<file path="src/rtl/mode_clock_monitor.sv">
// Receive-side checker for the controller's mode_clock/LD outputs: measures the
// tick period, locks onto one of three known rates, and flags stalls and stuck LED patterns.
module mode_clock_monitor #(
  parameter int CNT_W    = 16,
  parameter int PERIOD_A = 1000,
  parameter int PERIOD_B = 500,
  parameter int PERIOD_C = 200,
  parameter int TOL      = 8,
  parameter int TIMEOUT  = 4096
) (
  input  logic             CLOCK,
  input  logic             RESET_N,
  input  logic             mode_clock,
  input  logic [15:0]      LD,
  output logic [1:0]       MODE,
  output logic             MODE_VALID,
  output logic [CNT_W-1:0] PERIOD,
  output logic             TICK,
  output logic             STALL,
  output logic [7:0]       ERR_CNT
);

  typedef enum logic [1:0] {IDLE, FIRST, CHECK, LOCKED} state_t;

  localparam logic [CNT_W-1:0] TIMEOUT_C = CNT_W'(TIMEOUT);

  state_t           state_q, state_d;
  logic [1:0]       cand_q, cand_d;
  logic [1:0]       mode_q, mode_d;
  logic             mode_valid_q, mode_valid_d;
  logic [CNT_W-1:0] period_q, period_d;
  logic [CNT_W-1:0] cnt_q, cnt_d;
  logic             tick_q, tick_d;
  logic             stall_q, stall_d;
  logic [7:0]       err_cnt_q, err_cnt_d;
  logic             mc_q, mc_d;
  logic [15:0]      ld_q, ld_d;

  logic       rise;
  logic       timeout;
  logic [1:0] p_class;

  // Windows are inclusive; A is tested first so overlapping windows resolve to the slowest rate.
  function automatic logic [1:0] classify(input logic [CNT_W-1:0] p);
    int pi;
    pi = int'(p);
    if (pi >= PERIOD_A - TOL && pi <= PERIOD_A + TOL)      classify = 2'b01;
    else if (pi >= PERIOD_B - TOL && pi <= PERIOD_B + TOL) classify = 2'b10;
    else if (pi >= PERIOD_C - TOL && pi <= PERIOD_C + TOL) classify = 2'b11;
    else                                                   classify = 2'b00;
  endfunction

  always_comb begin
    rise    = mode_clock & ~mc_q;
    timeout = (cnt_q == TIMEOUT_C);
    p_class = classify(cnt_q);

    state_d      = state_q;
    cand_d       = cand_q;
    mode_d       = mode_q;
    mode_valid_d = mode_valid_q;
    period_d     = period_q;
    stall_d      = stall_q;
    err_cnt_d    = err_cnt_q;
    ld_d         = ld_q;
    mc_d         = mode_clock;
    tick_d       = rise;

    if (rise)         cnt_d = CNT_W'(1);
    else if (timeout) cnt_d = cnt_q;
    else              cnt_d = cnt_q + CNT_W'(1);

    if (rise) begin
      ld_d    = LD;
      stall_d = 1'b0;
      if (state_q != IDLE) period_d = cnt_q;
      if (state_q == LOCKED && LD == ld_q && err_cnt_q != 8'hFF) err_cnt_d = err_cnt_q + 8'd1;
    end

    // A rising edge always wins over a timeout landing in the same cycle.
    case (state_q)
      IDLE: begin
        if (rise) state_d = FIRST;
      end
      FIRST: begin
        if (rise) begin
          if (p_class != 2'b00) begin
            state_d = CHECK;
            cand_d  = p_class;
          end
        end else if (timeout) begin
          state_d = IDLE;
        end
      end
      CHECK: begin
        if (rise) begin
          if (p_class == 2'b00) begin
            state_d = FIRST;
          end else if (p_class == cand_q) begin
            state_d      = LOCKED;
            mode_d       = cand_q;
            mode_valid_d = 1'b1;
          end else begin
            cand_d = p_class;
          end
        end else if (timeout) begin
          state_d = IDLE;
        end
      end
      LOCKED: begin
        if (rise) begin
          if (p_class != mode_q) begin
            mode_d       = 2'b00;
            mode_valid_d = 1'b0;
            if (p_class == 2'b00) begin
              state_d = FIRST;
            end else begin
              state_d = CHECK;
              cand_d  = p_class;
            end
          end
        end else if (timeout) begin
          state_d      = IDLE;
          stall_d      = 1'b1;
          mode_d       = 2'b00;
          mode_valid_d = 1'b0;
        end
      end
      default: state_d = IDLE;
    endcase
  end

  // mc_q resets high so a mode_clock already high at reset release is not taken as an edge.
  always_ff @(posedge CLOCK) begin
    if (!RESET_N) begin
      state_q      <= IDLE;
      cand_q       <= 2'b00;
      mode_q       <= 2'b00;
      mode_valid_q <= 1'b0;
      period_q     <= '0;
      cnt_q        <= '0;
      tick_q       <= 1'b0;
      stall_q      <= 1'b0;
      err_cnt_q    <= 8'd0;
      mc_q         <= 1'b1;
      ld_q         <= 16'd0;
    end else begin
      state_q      <= state_d;
      cand_q       <= cand_d;
      mode_q       <= mode_d;
      mode_valid_q <= mode_valid_d;
      period_q     <= period_d;
      cnt_q        <= cnt_d;
      tick_q       <= tick_d;
      stall_q      <= stall_d;
      err_cnt_q    <= err_cnt_d;
      mc_q         <= mc_d;
      ld_q         <= ld_d;
    end
  end

  assign MODE       = mode_q;
  assign MODE_VALID = mode_valid_q;
  assign PERIOD     = period_q;
  assign TICK       = tick_q;
  assign STALL      = stall_q;
  assign ERR_CNT    = err_cnt_q;

endmodule
</file>
<file path="config.mk">
export PLATFORM = sky130hd
export DESIGN_NAME = mode_clock_monitor
export DESIGN_NICKNAME = d
export VERILOG_FILES = /design/src/rtl/mode_clock_monitor.sv
export SDC_FILE = /design/constraint.sdc
export NUM_CORES = 1
export LEC_CHECK = 0
export BUFFER_PORTS_ARGS = -buffer_cell sky130_fd_sc_hd__clkbuf_2
export CORE_ASPECT_RATIO = 1.4
export CORE_MARGIN = 3
export CORE_UTILIZATION = 40
export CTS_BUF_LIST = sky130_fd_sc_hd__clkbuf_8
export CTS_CLUSTER_SIZE = 16
export DETAILED_ROUTE_END_ITERATION = 7
export HOLD_SLACK_MARGIN = 0.05
export MAX_ROUTING_LAYER = met4
export PLACE_DENSITY = 0.6
export SLEW_MARGIN = 20
export SYNTH_ARGS = -nofsm -noshare
export SYNTH_HDL_FRONTEND = slang
export SYNTH_SLANG_ARGS = --single-unit
</file>
<file path="constraint.sdc">
create_clock -name CLOCK -period 2.8 [get_ports CLOCK]
set_clock_uncertainty 0.05 [all_clocks]
set_input_delay 0.42 -clock CLOCK [delete_from_list [all_inputs] [get_ports CLOCK]]
set_output_delay 0.42 -clock CLOCK [all_outputs]
set_load 0.02 [all_outputs]
</file>
Yosys cells after proc, flatten, opt, wreduce, memory -nomap -nowiden
Cells that the tools add are included.

Shifts and indexed selects: 0. Divide/modulo/power cells: 0. Equal/unequal tests: 23. Mux-type cells: 43. Add/subtract/negate cells: 2. Reductions and logical operators: 17. $mul: 0. Bitwise operators: 3. Magnitude comparators: 6.

Operators by type and width (count): $mux 2 (27); $ne 2x2->1 const B (10); $add 16x1->16 const B (1); $eq 16x13->1 const B (1); $eq 16x16->1 (1); $ge 16x10->1 const B (1); $ge 16x8->1 const B (1); $ge 16x9->1 const B (1); $le 16x10->1 const B (1); $le 16x8->1 const B (1); $le 16x9->1 const B (1); $mux 1 (12); $reduce_and 9->1 (1); $add 8x1->8 const B (1); $ne 8x8->1 const B (1); $pmux 2 s4 (1); $ne 3x3->1 const B (2); $pmux 2 s3 (1); $reduce_and 6->1 (1); $reduce_bool 2->1 (3); $logic_and 1x1->1 (5); $eq 2x2->1 const B (2); $logic_not 2->1 (2); $ne 4x4->1 const B (1); 13 further kinds (15).

Memory bits (writable): 0. Input bits: 19. Flip-flop bits (word level): 66. Memories: 0. Word-level logic and storage cells: 106. Latch bits: 0. Memory bits (read-only): 0. Output and inout port bits: 29.

Logic depth before layout (Yosys ltp)
Word-level depth: 10. Mapped depth: 10. Mapped depth without buffers: 9.

Worst setup path after synthesis
OpenSTA, ideal clock, no wires.

Path type: register to register. Start point: register cnt_q[0]. End point: register mode_q[0], in the netlist MODE[0]. Stages on the path, launching flop included: 11. Data arrival time: 2423 ps. Setup slack: 210 ps. Library setup time: 117 ps. Data required time: 2633 ps. Path buffers: 1. Period minus slack after synthesis: 2590 ps. Cells stage by stage: dfxtp_1 > inv_1 > ha_1 > or3b_1 > buf_2 > nor4_1 > nor4b_2 > a211oi_1 > a2bb2oi_2 > o211ai_1 > a32o_1.

Word-level cells in the longest chain between the ends: 8. Elaborated cells on any way between the ends: 21. Those cells by class: 6 x order compare; 7 x eq/ne; 3 x mux; 5 x reduce/logical.

RTL lines: start: declaration (line 32) `logic [CNT_W-1:0] cnt_q, cnt_d;`; start signal: assignment (line 153) `cnt_q <= cnt_d;`; $ge 16x8->1 or $le 16x8->1 (tied branches) (line 49) `else if (pi >= PERIOD_C - TOL && pi <= PERIOD_C + TOL) classify = 2'b11;`; $logic_and 1x1->1 (line 49); $mux 2 (line 49); $mux 2 (line 48) `else if (pi >= PERIOD_B - TOL && pi <= PERIOD_B + TOL) classify = 2'b10;`; $mux 2 (line 47) `if (pi >= PERIOD_A - TOL && pi <= PERIOD_A + TOL) classify = 2'b01;`; $ne 2x2->1 (tied with other cells) (line 112) `if (p_class != mode_q) begin`; $ne 3x2->1 (no source line) or $ne 2x2->1 (tied branches); $reduce_and 6->1 (no source line) *; end signal: assignment (line 150) `mode_q <= mode_d;`; end: declaration (line 29) `logic [1:0] mode_q, mode_d;`.

Every way passes the cells marked *; elsewhere a longest branch is shown, timed or not. A chain may end at the register's enable or synchronous reset.

Worst setup path after layout
Start point: register cnt_q[0]. End point: register cand_q[0].

Word-level cells in the longest chain between the ends: 9. Elaborated cells on any way between the ends: 31. Those cells by class: 6 x order compare; 7 x eq/ne; 12 x mux; 6 x reduce/logical.

RTL lines: $ge 16x8->1 or $le 16x8->1 (tied branches) (line 49); $logic_and 1x1->1 (line 49); $mux 2 (line 49); $mux 2 (line 48); $mux 2 * (line 47); $mux 2, on equally long branches (line 115, 99); $mux 2, on equally long branches (line 112, 97); $mux 2, on equally long branches (line 111, 96); $pmux 2 s3 (line 81) `case (state_q)`; end signal: assignment (line 149) `cand_q <= cand_d;`; end: declaration (line 28) `logic [1:0] cand_q, cand_d;`.

Every way passes the cells marked *; elsewhere a longest branch is shown, timed or not. The select of a mux whose other input is x is not followed.

==> results.sh <==
export IMPL_seq_area_frac_synth=0.4284
export IMPL_clock_sinks=66
export IMPL_critPathLaunchType="register"
export IMPL_synth_top_family_by_area="simple AND/OR/NAND/NOR gates"
export IMPL_setup_violations=0
export IMPL_syn_avg_cell_area_um2=8.203
export IMPL_pre_cts_slack_ns=0.06640
export IMPL_min_path_cells=2
export IMPL_r2r_start="cnt_q[0]"
export IMPL_synth_common_cells="nand2_1 (82), dfxtp_1 (66), a21oi_1 (43)"
export IMPL_synth_distinct_cells=55
export IMPL_finalCritPeriodShare=0.9529
export IMPL_synthXorXnorAreaFrac=0.1051
export IMPL_p_sw_frac=0.2576
export IMPL_htree_levels=3
export IMPL_clk_latency_ns=0.33
export IMPL_yosys_area_top_type="dfxtp_1"
export IMPL_p_comb_frac=0.065
export IMPL_worst_ep_required_time_ns=3.01
export IMPL_grt_max_degree=46
export IMPL_slew_headroom=0.4694
export IMPL_die_y_um=109.9
export IMPL_tightest_slew_ns=0.7947
export IMPL_dr_pass1_iters=4
export IMPL_p_switching_uw=456.6
export IMPL_core_area_um2=7407
export IMPL_reg2reg_depth=9
export IMPL_synth_top_cells_by_area="dfxtp_1 (43%), nand2_1 (10%), a21oi_1 (7.0%)"
export IMPL_synthesis_nets=398
export IMPL_p_clk_frac=0.390
export IMPL_fin_setup_tns_ns=0
export IMPL_first_global_vias=2578
export IMPL_p_per_area_nw_per_um2=487.6
export IMPL_drv_cap=0
export IMPL_fmax_mhz=374.8
export IMPL_period_minus_slack_ns=2.668
export IMPL_slew_viol_final=0
export IMPL_reg2reg_slack_ns=0.13
export IMPL_overflow=0
export IMPL_hold_class="in -> reg"
export IMPL_synth_ff_type="dfxtp_1"
export IMPL_vias_per_cell=5.150
export IMPL_start_util=0.4164
export IMPL_synth_most_common_cell="nand2_1"
export IMPL_rsz0062_at_grt="no"
export IMPL_gp_congestion=0.8229
export IMPL_synth_compound_area_frac=0.1521
export IMPL_antenna_found_initial=0
export IMPL_cp_end_kind="register"
export IMPL_hpwl_um=5040
export IMPL_netlist_area_leader_share=0.4284
export IMPL_power_leakage_uw=0.001335
export IMPL_cts_root_buf="clkbuf_8"
export IMPL_numCtsBuffers=9
export IMPL_crit_path_max_fanout=7
export IMPL_fill_cells=744
export IMPL_min_from="mode_clock"
export IMPL_p_int_uw=1316
export IMPL_wl_met3_um=331
export IMPL_post_drt_wl_per_cell_um=13.59
export IMPL_status="completed"
export IMPL_drcViolationCount=0
export IMPL_ir_worst_vdd_uv=212.0
export IMPL_ys_warn_count=0
export IMPL_antenna_cells=0
export IMPL_vias=2714
export IMPL_fp_dieW_um=80.21
export IMPL_io_pins=48
export IMPL_met1_length_um=3121
export IMPL_regToRegEndpoint="cand_q[0]"
export IMPL_async_flop_share=0
export IMPL_rows=37
export IMPL_areaGrowthSynthToFinish_pct=17.85
export IMPL_top_layer="met4"
export IMPL_cts_tree="built"
export IMPL_synth_area_um2=3084
export IMPL_grt_pass1_wl_um=11850
export IMPL_initialDrtViolationCount=119
export IMPL_cp_arrival_ns=2.88
export IMPL_setup_slack_ns=0.1318
export IMPL_drive_gt1_frac=0.2047
export IMPL_grt_total_usage=0.1765
export IMPL_wl_met2_um=3611
export IMPL_p_seq_frac=0.545
export IMPL_synth_simple_area_share=0.2629
export IMPL_synthAdderAreaFrac=0.01217
export IMPL_totalWireLength_um=7162
export IMPL_min_to="mc_q"
export IMPL_worstSetupPathType="reg -> reg"
export IMPL_synth_edf_count=0
export IMPL_cts_max_path_buffers=2
export IMPL_synthMuxAreaShare=0.006491
export IMPL_synthCells=376
export IMPL_die_area_um2=8815
export IMPL_clkTransAtPathRegs_ns=0.07
export IMPL_hold_violations=0
export IMPL_synth_seq_cells=66
export IMPL_nNetsFinal=448
export IMPL_antenna_left=0
export IMPL_io_buffers=47
==> worst max-delay path: stages (launching register included) <==
cell and delay, ns:
dfxtp_1 0.37, inv_1 0.13, ha_1 0.17, or3b_4 0.42
a22oi_4 0.28, a21o_2 0.17, a221o_1 0.22, a211oi_4 0.10
or4_1 0.51, a21oi_1 0.15
==> layout make-up <==
class | count | area [um2] | share of cell area
Multi-Input combinational cell | 284 | 1677 | 0.4613
Clock buffer | 9 | 123.9 | 0.03408
Tap cell | 97 | 121.4 | 0.03339
Timing Repair Buffer | 59 | 325.3 | 0.08950
Inverter | 6 | 22.52 | 0.006196
Clock inverter | 6 | 43.79 | 0.01205
Sequential cell | 66 | 1321 | 0.3635
==> per-layer routing <==
| layer | up-vias | GRT usage |
|---|---|---|
| met5 | - | - |
| met4 | 0 | 0.08213 |
| met3 | 10 | 0.04016 |
| met2 | 58 | 0.2885 |
| met1 | 1255 | 0.2046 |
| li1 | 1391 | - |
==> per-stage QoR <==
step	cell area (um2)	power, uW	hold slack [ns]	std cells	util
finish	3635	1772	0.2480	527	0.4907
global route	3635	1847	0.2418	527	0.4907
CTS	3612	1794	0.2323	526	0.4877
detailed placement	3445	1100	0.3974	511	0.4650
global placement	3445	1097	0.3938	511	0.4650
floorplan	3084	1062	0.3981	376	-
==> power groups by stage <==
stage | registers [uW] | logic, uW | clock network (uW)
after floorplan | 984 | 78.1 | 0
after global placement | 986 | 111 | 0
after detailed placement | 988 | 112 | 0
after CTS | 966 | 113 | 716
after global routing | 967 | 129 | 751
final | 966 | 115 | 692
==> flip-flops by register name (all words and copies together), names as in the netlist <==
signal / cells
PERIOD: 16
STALL: 1
ld_q: 16
ERR_CNT: 8
MODE: 2
mc_q: 1
cand_q: 2
state_q: 2
TICK: 1
cnt_q: 16
MODE_VALID: 1
==> how the worst max path moves through the flow <==
stage	startpoint	end	slack [ns]	cells after the start
after floorplan	cnt_q[0]	MODE[0]	0.21	10
after global placement	cnt_q[0]	MODE[0]	0.18	9
after detailed placement	cnt_q[0]	MODE[0]	0.07	9
after CTS	cnt_q[0]	MODE[0]	0.04	9
after global routing	cnt_q[0]	cand_q[0]	0.007	9
final	cnt_q[0]	cand_q[0]	0.13	9
==> cell families after synthesis <==
kind of cell             after synthesis
AND/OR/NAND/NOR                      170
AO/OA/AOI/OAI                         72
flip-flops                            66
XOR/XNOR                              37
buffers and inverters                 26
adder cells (fa/ha/maj)                3
multiplexers                           2
==> cell usage in the layout (no fill, tap or decap), types with 3 or more instances in the layout <==
| cell type | instances |
|---|---|
| nand3_1 | 13 |
| nor2_1 | 31 |
| a21oi_1 | 43 |
| clkinvlp_4 | 4 |
| o31ai_1 | 3 |
| or3_1 | 4 |
| or4_1 | 3 |
| nand2_1 | 82 |
| dfxtp_1 | 66 |
| clkbuf_8 | 9 |
| o21ai_0 | 6 |
| xor2_1 | 16 |
| nand2b_1 | 3 |
| nor3_1 | 5 |
| nand4_1 | 9 |
| xnor2_1 | 21 |
| buf_4 | 12 |
| clkbuf_2 | 47 |
| ha_1 | 3 |
| nor4_1 | 3 |
| inv_1 | 5 |
==> what timing repair did <==
action                                  CTS  global route
buffers inserted                          0             1
hold endpoints to repair                  0             0
endpoints found under the setup margin    0             5
gates resized for setup                   0             3
hold buffers                              0             0
Power figures use the tool's default switching activity.
